`src/rtl/cpu_pkg.sv`:
```
// Shared CPU datapath types and widths used by the shifter units.
package cpu_pkg;

    localparam int unsigned DATA_WIDTH      = 16;
    localparam int unsigned SHIFT_AMT_WIDTH = 16;

    typedef enum logic [1:0] {
        IDLE,
        SHIFT,
        DONE
    } shr_state_t;

    typedef enum logic {
        SHIFT_LOGICAL,
        SHIFT_ARITH
    } shift_kind_t;

endpackage

```
`src/rtl/shr_step.sv`:
```
// Combinational right shift by 0..STEP bits, vacated bits taken from fill.
module shr_step #(
    parameter int unsigned WIDTH = 16,
    parameter int unsigned STEP  = 4,
    parameter int unsigned AMT_W = $clog2(STEP + 1)
) (
    input  logic [WIDTH-1:0] data_in,
    input  logic [AMT_W-1:0] amount,
    input  logic             fill,
    output logic [WIDTH-1:0] data_out
);

    logic [WIDTH+STEP-1:0] extended;

    always_comb begin
        extended = {{STEP{fill}}, data_in};
        data_out = WIDTH'(extended >> amount);
    end

endmodule

```
`src/rtl/shift_right_unit.sv`:
```
// Multi-cycle logical/arithmetic right shifter: accepts a request, shifts
// up to STEP bits per cycle, and holds the result until the consumer takes it.
module shift_right_unit
    import cpu_pkg::*;
#(
    parameter int unsigned WIDTH = DATA_WIDTH,
    parameter int unsigned STEP  = 4
) (
    input  logic                       clk,
    input  logic                       rst_n,
    input  logic                       in_valid,
    output logic                       in_ready,
    input  logic [WIDTH-1:0]           data_in,
    input  logic [SHIFT_AMT_WIDTH-1:0] shift_amount,
    input  logic                       arith,
    output logic                       out_valid,
    input  logic                       out_ready,
    output logic [WIDTH-1:0]           shifted_data,
    output logic                       busy
);

    localparam int unsigned REM_W = $clog2(WIDTH + 1);
    localparam int unsigned AMT_W = $clog2(STEP + 1);

    shr_state_t        state_q,     state_d;
    shift_kind_t       kind_q,      kind_d;
    logic [WIDTH-1:0]  data_q,      data_d;
    logic [REM_W-1:0]  remaining_q, remaining_d;
    logic              in_ready_q,  in_ready_d;
    logic              out_valid_q, out_valid_d;
    logic              busy_q,      busy_d;

    logic [REM_W-1:0]  clamped_amt;
    logic [AMT_W-1:0]  step_amt;
    logic              step_fill;
    logic [WIDTH-1:0]  step_out;

    shr_step #(
        .WIDTH (WIDTH),
        .STEP  (STEP),
        .AMT_W (AMT_W)
    ) u_step (
        .data_in  (data_q),
        .amount   (step_amt),
        .fill     (step_fill),
        .data_out (step_out)
    );

    always_comb begin
        clamped_amt = (shift_amount >= SHIFT_AMT_WIDTH'(WIDTH)) ? REM_W'(WIDTH)
                                                                : REM_W'(shift_amount);
        // Never step past what is left, so odd counts finish exactly.
        step_amt  = (remaining_q > REM_W'(STEP)) ? AMT_W'(STEP) : AMT_W'(remaining_q);
        step_fill = (kind_q == SHIFT_ARITH) && data_q[WIDTH-1];

        state_d     = state_q;
        kind_d      = kind_q;
        data_d      = data_q;
        remaining_d = remaining_q;

        unique case (state_q)
            IDLE: begin
                if (in_valid) begin
                    data_d      = data_in;
                    kind_d      = arith ? SHIFT_ARITH : SHIFT_LOGICAL;
                    remaining_d = clamped_amt;
                    state_d     = (clamped_amt == '0) ? DONE : SHIFT;
                end
            end
            SHIFT: begin
                data_d      = step_out;
                remaining_d = remaining_q - REM_W'(step_amt);
                if (remaining_d == '0) begin
                    state_d = DONE;
                end
            end
            DONE: begin
                if (out_ready) begin
                    state_d = IDLE;
                end
            end
            default: state_d = IDLE;
        endcase

        in_ready_d  = (state_d == IDLE);
        out_valid_d = (state_d == DONE);
        busy_d      = (state_d != IDLE);
    end

    always_ff @(posedge clk or negedge rst_n) begin
        if (!rst_n) begin
            state_q     <= IDLE;
            kind_q      <= SHIFT_LOGICAL;
            data_q      <= '0;
            remaining_q <= '0;
            in_ready_q  <= 1'b1;
            out_valid_q <= 1'b0;
            busy_q      <= 1'b0;
        end else begin
            state_q     <= state_d;
            kind_q      <= kind_d;
            data_q      <= data_d;
            remaining_q <= remaining_d;
            in_ready_q  <= in_ready_d;
            out_valid_q <= out_valid_d;
            busy_q      <= busy_d;
        end
    end

    assign in_ready     = in_ready_q;
    assign out_valid    = out_valid_q;
    assign busy         = busy_q;
    assign shifted_data = data_q;

endmodule

```
`config.mk`:
```
export PLATFORM = sky130hd
export DESIGN_NAME = shift_right_unit
export DESIGN_NICKNAME = d
export VERILOG_FILES = /design/src/rtl/cpu_pkg.sv /design/src/rtl/shr_step.sv /design/src/rtl/shift_right_unit.sv
export SDC_FILE = /design/constraint.sdc
export NUM_CORES = 1
export LEC_CHECK = 0
export BUFFER_PORTS_ARGS = -buffer_cell sky130_fd_sc_hd__clkbuf_2
export CAP_MARGIN = 5
export CORE_ASPECT_RATIO = 1.5
export CORE_MARGIN = 4
export CORE_UTILIZATION = 36
export CTS_CLUSTER_DIAMETER = 100
export CTS_CLUSTER_SIZE = 20
export DETAILED_ROUTE_END_ITERATION = 8
export PLACE_DENSITY = 0.56
export SETUP_SLACK_MARGIN = 0.2
export SLEW_MARGIN = 20
export SYNTH_ARGS = -nofsm -noshare
export SYNTH_HDL_FRONTEND = slang
export SYNTH_SLANG_ARGS = --single-unit
```
`constraint.sdc`:
```
create_clock -name clk -period 7 [get_ports clk]
set_input_delay 1.05 -clock clk [delete_from_list [all_inputs] [get_ports clk]]
set_output_delay 1.05 -clock clk [all_outputs]
set_load 0.05 [all_outputs]
```
==> impl_results.md <==
- Status: complete, no violations
- Largest cells by area after synthesis: dfrtp_1 (32%), nand2_1 (4.6%), a21oi_1 (4.2%), mux2_2 (3.9%), mux4_2 (3.3%)
- Hold_buf cts: 0
- Wire length per cell: 17.5 um
- Worst Skew: 3.63 ps
- Distinct cell type count after synthesis: 57
- Fraction of layout cells with a size suffix above 1: 0.276
- Final setup vio count: 0
- Commonest non-fill, non-tap cells in the layout: clkbuf_2 (55), dfrtp_1 (26), nand2_1 (25)
- First DRT Iteration DRCs: 176
- Peak supply drop: 0.000192 V
- Critical path data required time: between 7000 and 8000 ps
- Critical path fanouts, max: 23
- Worst reg2reg startpoint: remaining_q[2]$_DFFE_PN0P_
- Final worst path period share: 0.422
- Area leader, netlist: dfrtp_1
- Post-synthesis register bit count: 27
- TritonCTS clock tree: yes
- Simple-Gate Fraction of Synth Area: 0.221
- FP Rows: 33
- Post-synthesis mux area share: 0.101
- Seq/Total Area, Yosys: 0.332
- Crit. End Element: flip-flop
- Initial antenna violation count: 0
- Placer Congestion: ~0.85
- DP HPWL: 4370 um
- DRC viols: 0
- Syn avg cell area: 8.49 sq um
- Leakage power: 0.974 nW
- Post-synthesis adder-cell area fraction: 0.00614
- PwrDens: 533 nW/um^2
- Root Driver: clkbuf_8
- Critical Setup Path Class: reg2reg
- Drt pass-1 iters: 4
- Port bufs: 55
- F_max: between 300 and 400 MHz
- CTS Sinks: 27
- Async SR Flop Fraction: 1.00
- Max Cap Viol: 0
- Syn. warnings: 0
- Area Overhead vs Synth: 16.2%
- Largest net degree at the start of global routing: 38
- Setup tns final: 0 ps
- Die boundary width: 69.4 um
- Slew HR: 0.398
- Die H: 100 um
- Hold Violations, Final: 0
- Setup crit start: remaining_q[2]$_DFFE_PN0P_
- Die area: slightly below 7000 sq um
- Max Transition Viols Final: 0
- Synth Area in Compound Gates: 0.274
- Resized Gates After CTS: 0
- Gr usage total: 0.180
- Worst R2R Setup Slack: 4050 ps
- Final nets: approximately 320
- Vias per cell: 5.90
- Num CTS Buffers: 3
- IO Pins: 56
- Crit-path cells: or3_1 > nand2_1 > ha_1 > or4b_2 > a21oi_1 > o221ai_1 > and3_1
- Post-Route WL: 6120 um
- Most common cell after layout, fill and taps aside: clkbuf_2
- Startpoint type of the worst setup path: flip-flop
- Post-synth EDFFs: 0
- Largest family of logic cells by synthesized area: compound AO/OA/AOI/OAI gates
- Fin cells: 349
- First-pass GRT wire length: 10100 um
- CTS Buffer Depth: 2
- Clock-pin slew on the worst setup and hold paths: 110 ps
- Setup Fix Bufs, Post-CTS: 0
- Antenna Cells: 0
- Inst Count DP: 345
- Vias: 2060
- Cells after Synth: 240
- Routed Antenna Nets: 0
- Synth Area in XOR/XNOR: 0
- Initial Utilization: 0.371
- Synthesized area: 2040 sq um
- Data arrival, critical path: 3140 ps
- RR Endpoint: state_q[0]$_DFF_PN0_
- Worst setup endpoint: state_q[0]$_DFF_PN0_
- Number of global-route vias before repair: approximately 2k
- Clk_lat worst skew: between 200 and 300 ps
- Syn Nets: 278
- H-tree depth: 1
- Hold crit path type: reg2reg
- Slowest Stage Delay on Critical Path: 710 ps
- Main synth FF type: dfrtp_1
- Critical Path Slowest Stage Cell: or3_1
- RSZ-0062 raised after global routing: false
- Total gr overflow: 0
- CORE AREA: 5490 sq um
- Worst R2R Path Depth: 7
- Hold_ws: ~560 ps
- Yosys top cell area share: 0.319
- Tightest Pin Transition: 903 ps
- Final min period: between 2000 and 3000 ps
kinds of logic (layout without fill, tap and decap cells):
group / count (synthesis) / count (layout)
other: 1 / 1
adders and majority gates: 1 / 1
buffers and inverters: 30 / 69
AOI/OAI and AO/OA: 81 / 81
DFF: 27 / 27
muxes: 16 / 16
and+or+nand+nor: 84 / 84
Yosys cell counts, types with 2 or more instances:
master / instances
or4_1: 5
nand3_1: 8
or3_1: 3
mux2_2: 7
a221oi_1: 4
mux2i_1: 6
buf_1: 2
nand2b_1: 8
o211ai_1: 5
inv_1: 7
or4b_2: 2
o22a_1: 2
a21oi_1: 17
o22ai_1: 7
clkbuf_1: 12
o21ai_0: 11
a31oi_1: 8
nor2_1: 12
a211oi_1: 3
buf_2: 8
nor3_1: 4
nor3b_1: 2
a22oi_1: 2
o21a_1: 3
mux4_2: 3
and2_1: 2
nand2_1: 25
nor2b_1: 6
a2111oi_0: 2
a2111o_1: 2
dfrtp_1: 26
critical path, delay by kind of cell (launching register included):
kind | cells | cell delay [ps]
flops | 1 | 590
fa+ha+maj | 1 | 300
compound gates | 2 | 320
simple gates | 4 | 1640
final cells by class:
cell class | count | area [sq um]
tap | 70 | 87.6
inverter | 7 | 26.3
timing repair buffer | 58 | 298
sequential | 27 | 677
fill | 559 | 3120
multi-input combinational | 183 | 1230
clock buffer | 3 | 41.3
clock inverter | 1 | 7.51
how the worst min path moves through the flow:
stage	from	to	cells after the start
floorplan	kind_q$_DFFE_PN0P_	kind_q$_DFFE_PN0P_	1
global route	shifted_data[0]$_DFFE_PN0P_	shifted_data[0]$_DFFE_PN0P_	2
CTS	shifted_data[0]$_DFFE_PN0P_	shifted_data[0]$_DFFE_PN0P_	2
global placement	shifted_data[0]$_DFFE_PN0P_	shifted_data[0]$_DFFE_PN0P_	2
finish	shifted_data[0]$_DFFE_PN0P_	shifted_data[0]$_DFFE_PN0P_	2
detailed placement	shifted_data[0]$_DFFE_PN0P_	shifted_data[0]$_DFFE_PN0P_	2
state kept, by name, summed over array words and instances, names as in the netlist:
name	cells
busy	1
in_ready	1
kind_q	1
out_valid	1
remaining_q	5
shifted_data	16
state_q	2
metal layers:
metal  vias to the layer above  global-route usage  share of wire
met5                         -                   0              0
met4                         0              0.0737          0.024
met3                        13              0.0170          0.036
met2                        72               0.308           0.51
met1                       988               0.232           0.43
li1                        987                   -              -
power by group:
group	total [mW]	internal, mW	switching, mW	leakage [nW]
Clock	0.0987	0.0407	0.0580	0.0217
Sequential	0.360	0.233	0.127	0.329
Combinational	0.803	0.287	0.516	0.624
stage by stage:
step / area, sq um / utilization / power (mW) / setup slack (ps)
4_1_cts: 2370 / 0.431 / 1.27 / 4060
3_5_place_dp: 2320 / 0.422 / 1.17 / 4070
2_1_floorplan: 2040 / - / 0.977 / 4560
3_3_place_gp: 2320 / 0.422 / 1.17 / 4160
6_report: 2370 / 0.431 / 1.26 / 4050
5_1_grt: 2370 / 0.431 / 1.36 / 3850
Power figures use the tool's default switching activity.
